**config.mk**
```make
export PLATFORM = sky130hd
export DESIGN_NAME = seg_msg_sched
export DESIGN_NICKNAME = d
export VERILOG_FILES = /design/src/rtl/seg_msg_sched.sv
export SDC_FILE = /design/constraint.sdc
export NUM_CORES = 1
export LEC_CHECK = 0
export ABC_AREA = 1
export CAP_MARGIN = 20
export CORE_MARGIN = 2
export CORE_UTILIZATION = 47
export CTS_CLUSTER_SIZE = 10
export DETAILED_ROUTE_END_ITERATION = 10
export DONT_BUFFER_PORTS = 1
export GPL_TIMING_DRIVEN = 0
export SYNTH_ARGS = -nofsm -noshare
export SYNTH_HDL_FRONTEND = slang
export SYNTH_SLANG_ARGS = --single-unit
```
**constraint.sdc**
```tcl
create_clock -name clk -period 2.4 [get_ports clk]
set_input_delay 0.48 -clock clk [delete_from_list [all_inputs] [get_ports clk]]
set_output_delay 0.48 -clock clk [all_outputs]
set_load 0.02 [all_outputs]
```
**src/rtl/seg_msg_sched.sv**
```systemverilog
// seg_msg_sched: shares the seg7 x/dp inputs between a live background source
// and one-shot messages. A message can scroll in from the right one character
// per step, then holds for a fixed time, optionally blinking, before the
// background returns.
module seg_msg_sched #(
  parameter int SCROLL_CYC = 25_000_000,
  parameter int HOLD_CYC   = 100_000_000,
  parameter int BLINK_CYC  = 12_500_000
) (
  input  logic        clk,
  input  logic        clr,
  input  logic [47:0] bg_x,
  input  logic [7:0]  bg_dp,
  input  logic        msg_req,
  input  logic [47:0] msg_x,
  input  logic [7:0]  msg_dp,
  input  logic        msg_scroll,
  input  logic        msg_blink,
  input  logic        msg_cancel,
  output logic        msg_ack,
  output logic        busy,
  output logic [47:0] x,
  output logic [7:0]  dp
);

  localparam int SW = (SCROLL_CYC > 1) ? $clog2(SCROLL_CYC) : 1;
  localparam int HW = (HOLD_CYC   > 1) ? $clog2(HOLD_CYC)   : 1;
  localparam int BW = (BLINK_CYC  > 1) ? $clog2(BLINK_CYC)  : 1;

  localparam logic [47:0] BLANK = '1;

  typedef enum logic [1:0] {IDLE, SCROLL, HOLD} state_t;

  state_t        state_q, state_d;
  logic [47:0]   x_q, x_d;
  logic [7:0]    dp_q, dp_d;
  logic          ack_q, ack_d;
  logic [47:0]   lx_q, lx_d;
  logic [7:0]    ldp_q, ldp_d;
  logic          lblink_q, lblink_d;
  logic [47:0]   srx_q, srx_d;
  logic [7:0]    srdp_q, srdp_d;
  logic [2:0]    shift_q, shift_d;
  logic [SW-1:0] step_q, step_d;
  logic [HW-1:0] hold_q, hold_d;
  logic [BW-1:0] blink_q, blink_d;
  logic          phase_q, phase_d;

  // Register the whole scheduler state; clr returns to an idle, all-blank display.
  always_ff @(posedge clk) begin
    if (clr) begin
      state_q  <= IDLE;
      x_q      <= BLANK;
      dp_q     <= '0;
      ack_q    <= 1'b0;
      lx_q     <= BLANK;
      ldp_q    <= '0;
      lblink_q <= 1'b0;
      srx_q    <= BLANK;
      srdp_q   <= '0;
      shift_q  <= '0;
      step_q   <= '0;
      hold_q   <= '0;
      blink_q  <= '0;
      phase_q  <= 1'b1;
    end else begin
      state_q  <= state_d;
      x_q      <= x_d;
      dp_q     <= dp_d;
      ack_q    <= ack_d;
      lx_q     <= lx_d;
      ldp_q    <= ldp_d;
      lblink_q <= lblink_d;
      srx_q    <= srx_d;
      srdp_q   <= srdp_d;
      shift_q  <= shift_d;
      step_q   <= step_d;
      hold_q   <= hold_d;
      blink_q  <= blink_d;
      phase_q  <= phase_d;
    end
  end

  // Next-state and next-display logic; timers default to zero so each state starts fresh.
  always_comb begin
    state_d  = state_q;
    x_d      = x_q;
    dp_d     = dp_q;
    ack_d    = 1'b0;
    lx_d     = lx_q;
    ldp_d    = ldp_q;
    lblink_d = lblink_q;
    srx_d    = srx_q;
    srdp_d   = srdp_q;
    shift_d  = shift_q;
    step_d   = '0;
    hold_d   = '0;
    blink_d  = '0;
    phase_d  = 1'b1;
    case (state_q)
      IDLE: begin
        x_d     = bg_x;
        dp_d    = bg_dp;
        shift_d = '0;
        if (msg_req) begin
          ack_d    = 1'b1;
          lx_d     = msg_x;
          ldp_d    = msg_dp;
          lblink_d = msg_blink;
          srx_d    = msg_x;
          srdp_d   = msg_dp;
          if (msg_scroll) begin
            state_d = SCROLL;
            x_d     = BLANK;
            dp_d    = '0;
          end else begin
            state_d = HOLD;
            x_d     = msg_x;
            dp_d    = msg_dp;
          end
        end
      end
      SCROLL: begin
        if (msg_cancel) begin
          state_d = IDLE;
          x_d     = bg_x;
          dp_d    = bg_dp;
        end else if (step_q == SW'(SCROLL_CYC - 1)) begin
          x_d     = {x_q[41:0], srx_q[47:42]};
          dp_d    = {dp_q[6:0], srdp_q[7]};
          srx_d   = {srx_q[41:0], 6'h3F};
          srdp_d  = {srdp_q[6:0], 1'b0};
          shift_d = shift_q + 3'd1;
          if (shift_q == 3'd7) begin
            state_d = HOLD;
          end
        end else begin
          step_d = step_q + 1'b1;
        end
      end
      HOLD: begin
        if (msg_cancel || (hold_q == HW'(HOLD_CYC - 1))) begin
          state_d = IDLE;
          x_d     = bg_x;
          dp_d    = bg_dp;
        end else begin
          hold_d  = hold_q + 1'b1;
          phase_d = phase_q;
          if (blink_q == BW'(BLINK_CYC - 1)) begin
            if (lblink_q) begin
              phase_d = ~phase_q;
            end
          end else begin
            blink_d = blink_q + 1'b1;
          end
          x_d  = phase_d ? lx_q  : BLANK;
          dp_d = phase_d ? ldp_q : 8'h00;
        end
      end
      default: begin
        state_d = IDLE;
      end
    endcase
  end

  assign msg_ack = ack_q;
  assign busy    = (state_q != IDLE);
  assign x       = x_q;
  assign dp      = dp_q;

endmodule
```
==> results of run 1 <==
==> routing by layer <==
| metal | wire length, um | GRT usage | vias up | share of wire |
|---|---|---|---|---|
| met1 | 19760 | 0.4106 | 6321 | 0.43 |
| met2 | 19760 | 0.4727 | 596 | 0.43 |
| met5 | 0 | 0 | - | 0 |
| met4 | 1743 | 0.1107 | 0 | 0.038 |
| li1 | - | - | 6568 | - |
| met3 | 4823 | 0.08629 | 112 | 0.10 |
==> cells in the final DEF, fill, tap and decap left out, types with 2 or more instances in the layout <==
cell       netlist  final
a21oi_1        153    153
a221oi_1        56     55
a31oi_1          2      2
buf_1           12      9
buf_2           16     19
buf_4            3      5
buf_6           11     11
clkbuf_1        93     80
clkbuf_16        0     31
clkbuf_2         0     20
clkbuf_4         0      2
clkbuf_8         0      3
dfxtp_1        252    252
ha_1             8      8
inv_1          145    145
inv_2            5      5
nand2_1        393    391
nand2_2          7      7
nand2_4          3      5
nand3_1        188    187
nand3_2          2      3
nand4_1         23     23
nor2_1         131    128
nor2_2          13     15
nor2_4           2      3
nor3_1          25     25
nor3_2          29     29
nor3b_1          8      8
o211ai_1        47     47
o21ai_0        165    164
o21ai_1         59     60
o221ai_1         8      8
o22ai_1          2      2
or2_2            8      8
xnor2_1         12     12
xor2_1          20     20
==> layout make-up <==
cell class / instances / area share
clock inverters: 1 / 0.0003400
repair buffers: 2 / 0.001020
inverters: 150 / 0.03825
well taps: 378 / 0.03213
multi-input cells: 1372 / 0.4829
plain buffers: 135 / 0.04463
clock buffers: 43 / 0.05780
flip-flops and latches: 252 / 0.3427
diodes: 1 / 0.0001700
==> through the flow <==
step | cells | TNS, ps | instance area [um^2]
2_1_floorplan | 1909 | 0 | 13280
3_3_place_gp | 2287 | -40520 | 13760
3_5_place_dp | 2287 | -39340 | 13760
4_1_cts | 2331 | 0 | 14640
5_1_grt | 2333 | 0 | 14720
6_report | 2334 | 0 | 14720
==> kinds of logic after synthesis <==
kind of cell / count (synthesis) / share of synthesized area
AND/OR/NAND/NOR: 837 / 0.2880
AO/OA/AOI/OAI: 495 / 0.2145
buffers and inverters: 285 / 0.08911
flip-flops: 252 / 0.3798
XOR/XNOR: 32 / 0.02110
adder cells (fa/ha/maj): 8 / 0.007536
==> synth_stat cells, drive strengths merged <==
master,n
nand2,403
dfxtp,252
o21ai,224
nand3,190
a21oi,153
inv,150
nor2,146
clkbuf,93
a221oi,56
nor3,54
o211ai,47
buf,42
nand4,24
xor2,20
xnor2,12
or2,10
ha,8
nor3b,8
o221ai,8
a31oi,2
o22ai,2
a211oi,1
a2bb2oi,1
nor4,1
o21a,1
or3,1
==> worst max path at each step <==
| stage | cells past startpoint | to | slack, ps | from |
|---|---|---|---|---|
| after floorplan | 9 | srx_q[5] | 620 | state_q[0] |
| after global placement | 5 | lx_q[9] | -390 | msg_req |
| after detailed placement | 5 | lx_q[16] | -370 | msg_req |
| after CTS | 12 | x[3] | 20 | step_q[0] |
| after global routing | 11 | x[23] | 0.8 | state_q[1] |
| final | 9 | x[23] | 60 | state_q[0] |
==> registers in the layout (all words and copies together) (netlist names), 2 cells and up <==
name and count:
dp 8, state_q 2, x 48, srdp_q 8, blink_q 24, step_q 25, lx_q 48, srx_q 48
hold_q 27, shift_q 3, ldp_q 8
==> what timing repair did <==
action	CTS	global route
pin swaps	0	1
endpoints found under the setup margin	160	193
gates resized for setup	15	40
endpoints found under the hold margin	0	0
setup buffers	0	2
==> critical path, cell delays in order (launching register included) <==
cell	delay, ps
dfxtp_1	360
inv_1	70
ha_1	290
inv_1	200
clkbuf_2	500
clkbuf_1	460
a221oi_1	110
o21ai_1	120
nand2_1	90
nand2_1	60
==> power by group through the flow <==
stage,clock network (mW),registers (mW),logic (mW)
floorplan,0,6.23,4.69
global placement,0,6.55,6.35
detailed placement,0,6.57,6.41
CTS,4.20,6.48,6.47
global route,4.37,6.62,7.43
finish,4.14,6.50,6.68
==> impl_metrics.toml, run 1 <==
[routing]
drt-total-wl_mm = 46.09
dr.pass1.iters = 6
via_per_inst = 5.826
route.detailed.drc = 0
drt_iter0_drc = 1338
avgRoutedWirePerCell_um = 19.75
detail-route-antenna-nets = 0
num_vias = 13600

[worst_hold_path]
hold_path.startpoint = "clr"
hp-class = "in2reg"
min_to = "msg_ack"
holdPathStages = 1

[clock_network]
cts_buffers = 30
insertion_delay_ps = 560
h-tree-depth = 1
root_buffer = "clkbuf_16"
clk_pin_slew_ps = 60
cts_tree = "built"
cts_buffer_depth = 3
holdBufCountCts = 0
clkSinkCount = 252

[synthesis]
yosys.area.top_type = "dfxtp_1"
synth_area_um2 = 13280
syn_inst = 1909
postSynthAreaPerCell_um2 = 6.958
yosys-top-cells-area = "dfxtp_1 (38%), nand2_1 (11%), nand3_1 (7.1%), o21ai_0 (6.2%), a21oi_1 (5.8%)"
synth_top_area_frac = 0.3798
synth-seq-cells = 252
synth-seq-area-share = 0.3798
syn-num-nets = 2035
ys_types = 40
ys.warnings.count = 0

[die]
initial_utilization = 0.4781
die_w_um = 172.1
dieArea_um2 = 29620
fp.dieH_um = 172.1
core_um2 = 27780
ios = 176
rows = 61

[timing]
hold_viol_final = 0
whs_ps = 28.52
setup_ws_ps = 57.10
relSlewSlack = 0.3467
fmax_mhz = 426.8
fin_crit_sh = 0.9762
worst_pin_slew_ps = 979.9
finClkSkew_ps = 20.58
finalCriticalPeriod_ps = 2343
finalSetupViolCount = 0
rsz0062_at_grt = "no"
slew_viol_final = 0

[placement]
detailedPlace.worstSlack_ps = -372.1
io_buffers = 0
dp_hpwl_mm = 33.75
gp_congestion = 0.9120

[finish]
final_util = 0.5298
fin_nets = 2069
multi_input_comb_area_um2 = 7108
regArea_um2 = 5045
area_delta_synth_final_pct = 10.81
fillers = 2853
drive_gt1_frac = 0.08696

[power_and_ir_drop]
swShare = 0.4308
ir_drop_v = 0.0007936
power_switching_mw = 7.462
leakagePower_nw = 5.691
power_mw = 17.32
p_clk_frac = 0.239
intPower_mw = 9.860
seq_power_share = 0.375
powerDensity_nw_per_um2 = 1177
pwr-share-comb = 0.386

[worst_setup_path]
worstPathArrival_ps = 2830
rr_endpoint = "x[23]"
required_ps = 2890
critical_path_class = "reg2reg"
reg2regPathDepth = 9
r2r_start = "state_q[0]"
cp-start-kind = "flop"
cp-end-kind = "flop"
critPathMaxFanout = 10
rrSetupSlack_ps = 60

[grt]
grt_usage = 0.3069
grt_pass1_wl_mm = 71.06
grt_max_degree = 15
gr-total-overflow = 0
grt_pass1_vias = 12620
antenna_found_initial = 0

[run_status]
status = "finished clean"

[flow_run]
maxCapViolations = 0
Note: power is estimated with default switching activity, not from simulation.
==> run 2, diff against run 1 <==
--- a/config.mk
+++ b/config.mk
@@ -13,6 +13,7 @@
 export DETAILED_ROUTE_END_ITERATION = 10
 export DONT_BUFFER_PORTS = 1
 export GPL_TIMING_DRIVEN = 0
+export SLEW_MARGIN = 20
 export SYNTH_ARGS = -nofsm -noshare
 export SYNTH_HDL_FRONTEND = slang
 export SYNTH_SLANG_ARGS = --single-unit
==> results of run 2 <==
Same layout as run 1: the final DEF is identical, and so are final timing and power.
